[src/rtl/branch_compare_unit.sv]
// Registered branch-condition resolver for the ID stage. It stalls on unforwarded
// operands, holds each result until the fetch/PC logic consumes it, and keeps
// saturating statistics of resolved and taken branches.
module branch_compare_unit #(
    parameter int BUS_SIZE  = 32,
    parameter int TAG_W     = 8,
    parameter int CNT_W     = 16,
    parameter int MAX_STALL = 15
) (
    input  logic                clk,
    input  logic                rst_n,
    input  logic                flush,
    input  logic                in_valid,
    output logic                in_ready,
    input  logic [2:0]          mode,
    input  logic [BUS_SIZE-1:0] a,
    input  logic [BUS_SIZE-1:0] b,
    input  logic                a_rdy,
    input  logic                b_rdy,
    input  logic [TAG_W-1:0]    in_tag,
    output logic                out_valid,
    input  logic                out_ready,
    output logic                cmp_out,
    output logic                eq_out,
    output logic [TAG_W-1:0]    out_tag,
    output logic                stall,
    output logic                stall_err,
    output logic [CNT_W-1:0]    total_cnt,
    output logic [CNT_W-1:0]    taken_cnt
);

    localparam int SC_W = $clog2(MAX_STALL + 2);
    localparam logic [SC_W-1:0]  SC_SAT  = SC_W'(MAX_STALL + 1);
    localparam logic [SC_W-1:0]  SC_LIM  = SC_W'(MAX_STALL);
    localparam logic [CNT_W-1:0] CNT_SAT = {CNT_W{1'b1}};

    typedef enum logic [1:0] {
        ST_IDLE   = 2'd0,
        ST_WAIT   = 2'd1,
        ST_RESULT = 2'd2
    } state_t;

    state_t              state_r;
    state_t              state_s;
    logic [SC_W-1:0]     stall_cnt_r;
    logic [SC_W-1:0]     stall_cnt_s;
    logic                out_valid_r;
    logic                cmp_out_r;
    logic                eq_out_r;
    logic [TAG_W-1:0]    out_tag_r;
    logic                stall_r;
    logic                stall_err_r;
    logic [CNT_W-1:0]    total_cnt_r;
    logic [CNT_W-1:0]    taken_cnt_r;
    logic                b_unused_s;
    logic                ops_ok_s;
    logic                in_ready_s;
    logic                accept_s;
    logic                handshake_s;

    // Evaluate the branch condition selected by mode; the zero-compare modes use a only.
    function automatic logic eval_cond(input logic [2:0] m,
                                       input logic [BUS_SIZE-1:0] x,
                                       input logic [BUS_SIZE-1:0] y);
        logic r;
        logic x_zero;
        x_zero = (x == {BUS_SIZE{1'b0}});
        case (m)
            3'b000:  r = (x == y);
            3'b001:  r = (x != y);
            3'b010:  r = x[BUS_SIZE-1];
            3'b011:  r = ~x[BUS_SIZE-1];
            3'b100:  r = ~x[BUS_SIZE-1] & ~x_zero;
            3'b101:  r = x[BUS_SIZE-1] | x_zero;
            3'b110:  r = ($signed(x) < $signed(y));
            3'b111:  r = (x < y);
            default: r = 1'b0;
        endcase
        return r;
    endfunction

    // Handshake qualifiers; in_ready is held low during reset so every output reads 0.
    always_comb begin
        b_unused_s  = (mode >= 3'b010) && (mode <= 3'b101);
        ops_ok_s    = a_rdy & (b_rdy | b_unused_s);
        in_ready_s  = rst_n & ~flush & (~out_valid_r | out_ready);
        accept_s    = in_valid & in_ready_s & ops_ok_s;
        handshake_s = out_valid_r & out_ready & ~flush;
    end

    // Next-state selection; flush overrides everything and returns to IDLE.
    always_comb begin
        state_s = state_r;
        if (flush) begin
            state_s = ST_IDLE;
        end else begin
            case (state_r)
                ST_IDLE: begin
                    if (accept_s) begin
                        state_s = ST_RESULT;
                    end else if (in_valid & ~ops_ok_s) begin
                        state_s = ST_WAIT;
                    end else begin
                        state_s = ST_IDLE;
                    end
                end
                ST_WAIT: begin
                    if (accept_s) begin
                        state_s = ST_RESULT;
                    end else if (~in_valid) begin
                        state_s = ST_IDLE;
                    end else begin
                        state_s = ST_WAIT;
                    end
                end
                ST_RESULT: begin
                    if (accept_s) begin
                        state_s = ST_RESULT;
                    end else if (out_ready) begin
                        if (in_valid & ~ops_ok_s) begin
                            state_s = ST_WAIT;
                        end else begin
                            state_s = ST_IDLE;
                        end
                    end else begin
                        state_s = ST_RESULT;
                    end
                end
                default: state_s = ST_IDLE;
            endcase
        end
    end

    // Stall cycle count: starts at 1 on entering WAIT, saturates, clears whenever WAIT is left.
    always_comb begin
        stall_cnt_s = {SC_W{1'b0}};
        if (state_s == ST_WAIT) begin
            if (state_r != ST_WAIT) begin
                stall_cnt_s = SC_W'(1);
            end else if (stall_cnt_r == SC_SAT) begin
                stall_cnt_s = SC_SAT;
            end else begin
                stall_cnt_s = stall_cnt_r + SC_W'(1);
            end
        end else begin
            stall_cnt_s = {SC_W{1'b0}};
        end
    end

    // Control state and the status flags decoded from it.
    always_ff @(posedge clk or negedge rst_n) begin
        if (!rst_n) begin
            state_r     <= ST_IDLE;
            stall_cnt_r <= {SC_W{1'b0}};
            out_valid_r <= 1'b0;
            stall_r     <= 1'b0;
            stall_err_r <= 1'b0;
        end else begin
            state_r     <= state_s;
            stall_cnt_r <= stall_cnt_s;
            out_valid_r <= (state_s == ST_RESULT);
            stall_r     <= (state_s == ST_WAIT);
            stall_err_r <= (stall_cnt_s > SC_LIM);
        end
    end

    // Result fields load only on accept so they stay stable under backpressure.
    always_ff @(posedge clk or negedge rst_n) begin
        if (!rst_n) begin
            cmp_out_r <= 1'b0;
            eq_out_r  <= 1'b0;
            out_tag_r <= {TAG_W{1'b0}};
        end else if (accept_s) begin
            cmp_out_r <= eval_cond(mode, a, b);
            eq_out_r  <= (a == b);
            out_tag_r <= in_tag;
        end
    end

    // Saturating statistics, advanced on each consumed result.
    always_ff @(posedge clk or negedge rst_n) begin
        if (!rst_n) begin
            total_cnt_r <= {CNT_W{1'b0}};
            taken_cnt_r <= {CNT_W{1'b0}};
        end else if (handshake_s) begin
            if (total_cnt_r != CNT_SAT) begin
                total_cnt_r <= total_cnt_r + CNT_W'(1);
            end
            if (cmp_out_r && (taken_cnt_r != CNT_SAT)) begin
                taken_cnt_r <= taken_cnt_r + CNT_W'(1);
            end
        end
    end

    assign in_ready  = in_ready_s;
    assign out_valid = out_valid_r;
    assign cmp_out   = cmp_out_r;
    assign eq_out    = eq_out_r;
    assign out_tag   = out_tag_r;
    assign stall     = stall_r;
    assign stall_err = stall_err_r;
    assign total_cnt = total_cnt_r;
    assign taken_cnt = taken_cnt_r;

endmodule

[config.mk]
export PLATFORM = sky130hd
export DESIGN_NAME = branch_compare_unit
export DESIGN_NICKNAME = d
export VERILOG_FILES = /design/src/rtl/branch_compare_unit.sv
export SDC_FILE = /design/constraint.sdc
export NUM_CORES = 1
export LEC_CHECK = 0
export CAP_MARGIN = 30
export CORE_UTILIZATION = 25
export CTS_CLUSTER_SIZE = 8
export DETAILED_ROUTE_END_ITERATION = 7
export HOLD_SLACK_MARGIN = 0.15
export SETUP_SLACK_MARGIN = 0.3
export SLEW_MARGIN = 10
export SYNTH_ARGS = -nofsm -noshare
export SYNTH_HDL_FRONTEND = slang
export SYNTH_SLANG_ARGS = --single-unit
[constraint.sdc]
create_clock -name clk -period 2.5 [get_ports clk]
set_input_delay 0.75 -clock clk [delete_from_list [all_inputs] [get_ports clk]]
set_output_delay 0.75 -clock clk [all_outputs]
set_load 0.01 [all_outputs]
==> results.tsv <==
metric	value	unit
outcome	complete, no violations	
register area share after synthesis	39.4	%
portion of the clock cycle consumed by the worst path in the final layout	91.7	%
Fin Hold WS	0.491	ns
1st-iter DRT viols	69	
clock root buffer	sky130_fd_sc_hd__clkbuf_16	
number of hold violations in the final report	0	
CP Cell Sequence	buf_6 > ha_4 > nand4_1 > buf_4 > or4_4 > o21ai_2 > nand3_1 > a31oi_1 > a21oi_1	
fraction of layout instances using a drive strength above 1	35.8	%
Hold Crit Class	flop to flop	
number of antenna violations at the first check in global routing	0	
Min-Delay Path Depth	1	
area share of the leading cell type in the synthesized netlist	39.4	%
largest fanout on the critical path	3	
Worst Setup End Kind	flop	
Non-Filler Instances	680	
unrepaired setup endpoints after global routing	true	
HPWL Detailed	7.10	mm
unique cell type count in the Yosys netlist	44	
worst vdd ir	0.000430	V
global routing usage summed across all routing layers	13.4	%
vias in the first global route	3007	
Cell Count Post-Placement	661	
main flop type after synthesis	sky130_fd_sc_hd__dfrtp_1	
number of warnings reported in the yosys synthesis log	0	
Worst Path Arrival	2.45	ns
biggest area consumer among synthesized cells	sky130_fd_sc_hd__dfrtp_1	
Max clock buf depth	2	
relative area change from synthesis to final layout	69.6	%
post-route total power	0.00249	W
critical path launch point type	primary input	
GRT overflow	0	
FF+latch count, synth	52	
Post-route DRC	0	
synthesized netlist cell count	339	
H-tree levels	2	
data required time of the worst path	2.66	ns
height of the chip	117	um
WS Path Type	primary input to flop	
combined area of all synthesized cells	0.00330	mm2
latest clock arrival within the worst-skew pair	0.29	ns
top area cells in the synthesized netlist	sky130_fd_sc_hd__dfrtp_1 (39%), sky130_fd_sc_hd__ha_1 (15%), sky130_fd_sc_hd__inv_1 (5.1%)	
Final Util	43.8	%
core box area	0.0128	mm2
Final GP Congestion	0.837	
via count	3043	
Synth async-reset ratio	100	%
Clock Skews	0.00997	ns
Leakage	2.54	nW
syn_area_per_cell	9.74	um2
count of clock tree sinks	52	
Ports	128	
effective utilization at floorplan	25.8	%
power per unit of standard cell area	444	mW/mm2
maximum number of pins on one net before global-route repair	53	
Crit path largest cell delay	0.53	ns
count of nets after finishing	628	
worst-case reg-to-reg path depth	7	
number of max-slew violations in the final report	0	
number of maximum-capacitance constraint violations	0	
wire length of the first global-routing pass	14.3	mm
top-count cell post-synth	sky130_fd_sc_hd__dfrtp_1	
CTS tree	done	
total negative setup slack	0	ns
Slew Limit Headroom	55.3	%
number of placement rows	41	
Period minus WS final	2.29	ns
net count after synthesis	460	
Antenna diodes	0	
clock transition time at the flip-flop clock pins of the worst setup and hold paths	0.07	ns
top cell types by occurrence after synthesis	sky130_fd_sc_hd__dfrtp_1 (52), sky130_fd_sc_hd__inv_1 (45), sky130_fd_sc_hd__ha_1 (39)	
antenna violation net count after detailed routing	0	
# hold bufs at CTS	0	
port bufs	127	
number of enable-type register cells in the synthesized netlist	0	
maximum frequency from static timing analysis	0.436	GHz
clock buffers created by TritonCTS	5	
average wire length per cell after detail routing	13.4	um
detailed-routing iteration count for the pre-antenna-repair pass	4	
via-per-instance ratio	4.48	
overall die width	117	um
transition time of the tightest slew-check pin	0.670	ns
wirelength, routed	9.14	mm
final setup vio count	0	
slowest cell on the critical path	sky130_fd_sc_hd__or4_4	
Die Area	0.0137	mm2
==> cell usage in the layout, fill, tap and decap left out, drive strengths merged, types with 2 or more instances in the layout <==
| cell | Yosys | layout |
|---|---|---|
| clkdlybuf4s15 | 0 | 18 |
| and2 | 4 | 4 |
| a21oi | 16 | 16 |
| dlygate4sd2 | 0 | 9 |
| dlymetal6s2s | 0 | 2 |
| a211oi | 2 | 2 |
| o21ai | 8 | 8 |
| or4 | 2 | 2 |
| a31oi | 2 | 2 |
| o21a | 2 | 2 |
| nand3 | 16 | 16 |
| ha | 39 | 39 |
| a21o | 3 | 3 |
| and4 | 6 | 6 |
| nor2 | 21 | 21 |
| buf | 3 | 78 |
| o211a | 3 | 3 |
| nand2 | 19 | 19 |
| nor4 | 10 | 10 |
| nor2b | 2 | 2 |
| and3 | 6 | 6 |
| nor3 | 5 | 5 |
| clkdlybuf4s50 | 0 | 57 |
| clkbuf | 0 | 5 |
| o211ai | 2 | 2 |
| xor2 | 18 | 18 |
| xnor2 | 16 | 16 |
| dfrtp | 52 | 52 |
| mux2 | 10 | 10 |
| nand4 | 17 | 17 |
| inv | 45 | 46 |
| bufinv | 0 | 2 |
==> where the power goes <==
part / internal [W] / leakage [nW] / total [W] / switching (W)
registers: 0.000908 / 0.698 / 0.000968 / 0.0000595
logic: 0.000376 / 1.74 / 0.000643 / 0.000267
clock network: 0.000577 / 0.0944 / 0.000877 / 0.000300
==> worst max-delay path: cells and delay by family <==
| family | cells | cell delay (ns) |
|---|---|---|
| AND/OR/NAND/NOR | 3 | 0.78 |
| AO/OA/AOI/OAI | 3 | 0.37 |
| adder cells (fa/ha/maj) | 1 | 0.26 |
| buffers and inverters | 2 | 0.30 |
==> sequential cells by signal, indices dropped and copies added, names as in the netlist, 2 cells and up <==
register and count:
taken_cnt 16, total_cnt 16, out_tag 8, stall_cnt_r 5, state_r 2
==> per-stage QoR <==
stage / cell area [um2] / worst slack (ns)
floorplan: 3390 / 0.270
global placement: 5040 / -0.398
detailed placement: 5040 / -0.434
CTS: 5490 / 0.282
global route: 5600 / 0.137
finish: 5600 / 0.208
==> per-layer routing <==
layer / vias to the layer above / global-route usage [%] / part of all wire [%]
li1: 1531 / - / -
met1: 1437 / 16.6 / 44
met2: 71 / 24.3 / 51
met3: 4 / 2.52 / 4.5
met4: 0 / 2.11 / 0.63
met5: - / 0 / 0
==> path summary, 6_finish.rpt <==
check,from,endpoint,slack (ns)
max in group asynchronous,rst_n,total_cnt[15],1.43
worst max register to register,taken_cnt[7],taken_cnt[11],0.60
worst min register to register,taken_cnt[13],taken_cnt[13],0.49
min in group asynchronous,rst_n,state_r[1],0.62
worst min-delay path,taken_cnt[13],taken_cnt[13],0.49
worst max-delay path,a[26],cmp_out,0.21
==> cell type report <==
cell class,count,area [um2]
Clock buffer,5,125
Clock inverter,3,68.8
Fill cell,1203,7170
Inverter,45,181
Multi-Input combinational cell,239,2270
Sequential cell,52,1300
Tap cell,172,215
Timing Repair Buffer,164,1440
==> timing repair <==
action,CTS,global route
gates resized for setup,253,43
endpoints found under the hold margin,0,0
pin swaps,40,14
endpoints found under the setup margin,12,18
gates cloned,0,0
buffers inserted,6,5
==> cell families after synthesis <==
group / Yosys count / synth area share, %
AO/OA/AOI/OAI: 45 / 9.09
XOR/XNOR: 34 / 9.02
adder cells (fa/ha/maj): 39 / 14.8
buffers and inverters: 48 / 5.95
flip-flops: 52 / 39.4
multiplexers: 11 / 3.71
AND/OR/NAND/NOR: 110 / 18.0
(Power assumes the default switching activity.)
==> edit 1: new RTL, same settings <==
Change the parameter `MAX_STALL` from 15 to 30.
--- a/src/rtl/branch_compare_unit.sv
+++ b/src/rtl/branch_compare_unit.sv
@@ -7,3 +7,3 @@
     parameter int CNT_W     = 16,
-    parameter int MAX_STALL = 15
+    parameter int MAX_STALL = 30
 ) (
Function: no difference found for any inputs over 10 cycles, from zero or initial values and one cycle with rst_n low; that may be too few to reach the edited logic, so the function may still have changed.
==> edit 1 against the original RTL <==
The run now ends with DRC left; die area is 1.9% higher; routed wire length up 3.9%; fmax is 1.8% lower; total power down 8.8%; core utilization decreased by 0.21 points; sequential cell count did not move; setup slack lost 42 ps; sequential power down 1%; hold slack got worse by 16 ps; synthesized cell count increased by 5.6%; count of clock-buffer cells in the layout increased by 2; via count up 7.6%; cell area up 2.8%; synthesized area up 1.9%.
==> edit 1: results (changes against the original RTL) <==
Timing
  • Worst-Margin Slew: 650 ps (-19.8 ps)
  • Hold slack: 475 ps (-15.8 ps)
  • Worst Clk Skew: 6.80 ps (-3.17 ps)

Global routing
  • Initial antenna violation count: 0 (unchanged)
  • Total GRT Usage: 0.138 (+0.00404)
  • Vias in the first global route: 3395 (+13%)
  • Largest net degree at the start of global routing: 53 (unchanged)
  • First-pass GRT wire length: 15700 µm (+9.2%)

Routing
  • Initial drt markers: 133 (+93%)
  • WL final: 9500 µm (+3.9%)
  • # DRC: 1 (+1)
  • Detailed-route via count: 3274 (+7.6%)
  • TritonRoute pass-1 iters: 8 (+4)

Synth
  • Post-synth ARST share: 1.00 (unchanged)
  • Syn_nets: 478 (+3.9%)
  • Cell variety after synth: 50 (+14%)
  • Post-synth top cells: dfrtp_1 (52), nand2_1 (49), inv_1 (42)
  • Sequential element share of the synthesized area: 0.387 (-0.00747)
  • Ys Warns: 0 (unchanged)
  • Synth area leaders: dfrtp_1 (39%), ha_1 (14%), xnor2_1 (6.5%)

Layout
  • Nets@finish: 664 (+5.7%)
  • Layout cell share with drive strength beyond 1: 0.248 (-0.111)
  • # diodes: 0 (unchanged)

Hold path
  • Hold path start: out_tag[2]
  • Worst Hold Class: flop to flop
  • WHS Path Cells: 2 (+1)
  • Hold EP: out_tag[2]

Critical path
  • Max Fanout on Critical Path: 2 (-1)
  • RR Startpoint: total_cnt[0]
  • Critical Path Source: a[11]
  • Worst r2r dst: total_cnt[1]
  • FF-to-FF path depth: 6 (-1)
  • Critical Path AT: 2520 ps (+70 ps)
  • Flop-to-flop setup slack: 670 ps (+70 ps)

Clocking
  • Worst-path clk slew: 60 ps
  • Clock Latency Late Sink: 290 ps (about the same)
  • Total CTS buffers: 5 (unchanged)
  • Clock root buffer: clkbuf_16
  • Clock H-tree levels: 2 (unchanged)
  • CTS Buffer Depth: 2 (unchanged)

Status
  • Failing checks: DRC
  • Outcome: finished with violations

Pwr
  • Psw: 610 µW (-2.7%)
  • Peak supply drop: 257 µV (-40%)
  • Static Leak: 0.00270 µW (+6.6%)

Place
  • DP Area: 5230 µm² (+3.8%)
  • GPL Wtd Cong: 0.834 (-0.29%)
  • Detailed placement HPWL: 7570 µm (+6.5%)
  • Port buffer count: 127 (unchanged)
==> edit 1: final cells by class <==
type                    instances  area [µm²]
clock buffers                   7         143
flip-flops and latches         52        1300
clock inverters                 1        7.51
multi-input cells             262        2220
fillers                      1279        7430
repair buffers                181        1700
inverters                      42         158
well taps                     176         220
==> edit 1: cell families after synthesis <==
logic type | share of synthesized area
AND/OR/NAND/NOR | 0.231
flip-flops | 0.387
AO/OA/AOI/OAI | 0.0959
buffers and inverters | 0.0494
adder cells (fa/ha/maj) | 0.141
XOR/XNOR | 0.0859
multiplexers | 0.0100
==> edit 1: repair_timing <==
item / in CTS / in global routing
gates resized for setup: 70 / 44
pin swaps: 16 / 14
setup endpoints to repair: 23 / 3
hold endpoints to repair: 0 / 0
buffers inserted: 2 / 2
==> edit 1: metal layers <==
layer  up-vias  track usage  wire length, µm  part of all wire
met5         -            0                0                 0
met4         0       0.0361               74            0.0078
met3         8       0.0199              351             0.037
met2        87        0.250             4870              0.51
met1      1552        0.169             4210              0.44
li1       1627            -                -                 -
==> edit 1: critical path, cell delays in order <==
cell	delay, ps
dlygate4sd2_1	280
ha_4	260
nand4_1	150
nor2_2	60
a221o_1	340
o41ai_2	330
a21boi_1	110
o31ai_1	240
==> edit 1: through the flow <==
step	setup TNS, ps	utilization	std cells	setup WS [ps]
5_1_grt	0	0.436	721	96.6
2_1_floorplan	0	-	358	305
4_1_cts	0	0.421	719	178
3_3_place_gp	-1590	0.397	709	-325
6_report	0	0.436	721	166
3_5_place_dp	-1900	0.397	709	-350
==> edit 1: power by group through the flow <==
stage               clock network (µW)  registers (µW)  logic, µW
detailed placement                   0             972        576
finish                             697             955        617
global route                       756             966        680
floorplan                            0             986        174
global placement                     0             970        560
CTS                                721             957        598
==> edit 1: worst max-delay path by stage <==
stage / slack [ps] / endpoint / cells past startpoint
after floorplan: 300 / cmp_out / 8
after global placement: -320 / cmp_out / 9
after detailed placement: -350 / cmp_out / 9
after CTS: 180 / cmp_out / 9
after global routing: 100 / cmp_out / 8
final: 170 / cmp_out / 8
==> edit 2: new RTL, config.mk and constraints unchanged <==
Made on the original files. Encoding of `state_t`: now one-hot (3 bits for 3 states).
--- a/src/rtl/branch_compare_unit.sv
+++ b/src/rtl/branch_compare_unit.sv
@@ -36,6 +36,6 @@
 
-    typedef enum logic [1:0] {
-        ST_IDLE   = 2'd0,
-        ST_WAIT   = 2'd1,
-        ST_RESULT = 2'd2
+    typedef enum logic [2:0] {
+        ST_IDLE   = 3'b001,
+        ST_WAIT   = 3'b010,
+        ST_RESULT = 3'b100
     } state_t;
Check against the original RTL: same outputs for any inputs over 10 cycles, from zero or initial values and one cycle with rst_n low; not proved beyond that.
==> edit 2 against the original RTL <==
Synthesized area down 0.30%; first-iteration DRC count up 84%; routed wire length up 1.5%; cell count up 1.6%; total power down 3.8%; cell area up 1.3%; sequential cell count up 1; critical path depth up 1; setup slack better by 70 ps; die area down 0.30%; global-route usage up 0.84 points; via count up 3.4%.
==> edit 2: results (changes against the original RTL) <==
Place
  • Placed Cells: 674 (+2.0%)
  • Detailed placement HPWL: 7190 µm (+1.2%)
  • GPL Wtd Cong: 0.759 (-9.2%)
  • Place WS: -431 ps (+2.88 ps)
  • DP Area: 5170 µm² (+2.6%)

Global routing
  • M2 GR Usage: 0.256 (+0.0126)
  • GR Util met3: 0.0317 (+0.00642)
  • Initial antenna violation count: 1 (+1)
  • Vias in the first global route: 3197 (+6.3%)
  • Met1 Use GR: 0.172 (+0.00523)
  • Largest net degree at the start of global routing: 54 (+1.9%)
  • Total GRT Usage: 0.142 (+0.00844)
  • First-pass GRT wire length: 15100 µm (+5.6%)

Routing
  • DR WL met3: 467 µm (+14%)
  • Initial drt markers: 127 (+84%)
  • Met2 wire length: 4770 µm (+1.6%)
  • DR vias/cell: 4.55 (+1.7%)
  • Max layer used: met5
  • Detailed-route via count: 3146 (+3.4%)
  • WL final: 9280 µm (+1.5%)
  • Routed metal-1 wire length: 3960 µm (-0.55%)

Critical path
  • Max Fanout on Critical Path: 4 (+1)
  • CP delay by family, top: compound AO/OA/AOI/OAI gates
  • CP max stage delay: 340 ps (-190 ps)
  • Critical Path Source: b[14]
  • Flop-to-flop setup slack: 460 ps (-140 ps)
  • FF-to-FF path depth: 8 (+1)
  • Critical Path AT: 2390 ps (-60 ps)
  • RR Startpoint: total_cnt[0]
  • Worst r2r dst: total_cnt[11]

Clocking
  • Clock root buffer: clkbuf_16

Layout
  • Layout cell share with drive strength beyond 1: 0.364 (+0.00589)
  • Nets@finish: 636 (+1.3%)
  • FILL cells: 1257 (+4.5%)

Synth
  • Synth area leaders: dfrtp_1 (40%), ha_1 (14%), xnor2_1 (6.1%)
  • Post-synth top cells: dfrtp_1 (52), inv_1 (39), ha_1 (36)
  • Ys Warns: 0 (unchanged)
  • Synth Area in Compound Gates: 0.0905 (-0.000484)
  • Post-Synth XOR/XNOR Area: 0.0958 (+0.00560)
  • Mapped Cells: 336 (-0.88%)
  • Adder-cell area share of the yosys netlist: 0.137 (-0.0110)
  • Post-synthesis mux area share: 0.0342 (-0.00293)
  • Sequential element share of the synthesized area: 0.403 (+0.00918)
  • Cell variety after synth: 48 (+9.1%)
  • Syn_nets: 454 (-1.3%)

Timing
  • Worst Clk Skew: 8.92 ps (-1.05 ps)
  • Hold slack: 495 ps (+4.09 ps)
  • Post-route minimum period: 2220 ps (-69.8 ps)
  • Normalized max-slew margin: 0.544 (-0.00916)
  • Sum Neg Setup Slack: 0 ps (unchanged)

Pwr
  • Peak supply drop: 249 µV (-42%)
  • Static Leak: 0.00252 µW (-0.63%)
  • Int Power: 1760 µW (-5.3%)

Hold path
  • Hold EP: taken_cnt[11]
  • Hold path start: taken_cnt[11]

Status
  • Outcome: complete, no violations
==> edit 2: changes by cell type after synthesis, sizes merged, moves of 3 or more <==
cell   delta
o211a     -3
and4      -4
and2      -3
inv       -5
ha        -3
xor2      -5
xnor2     +7
nand2     +5
nor2      -4
nand3     +6
==> edit 2: area by class of cell <==
cell class              count  area [µm²]  share of cell area
inverters                  40         153              0.0269
repair buffers            176        1510               0.266
flip-flops and latches     53        1330               0.234
clock inverters             2        38.8             0.00684
clock buffers               6         129              0.0227
multi-input cells         242        2300               0.405
well taps                 172         215              0.0379
==> edit 2: power groups by stage <==
stage	Combinational (µW)	Sequential, µW	Clock (µW)
5_1_grt	716	976	844
3_5_place_dp	597	983	0
4_1_cts	628	968	806
2_1_floorplan	204	997	0
6_report	647	967	779
3_3_place_gp	580	978	0
==> edit 2: timing repair <==
action / CTS / global route
setup endpoints to repair: 21 / 18
resized for setup: 158 / 91
hold buffers: 0 / 0
setup buffers: 6 / 3
pin swaps: 33 / 24
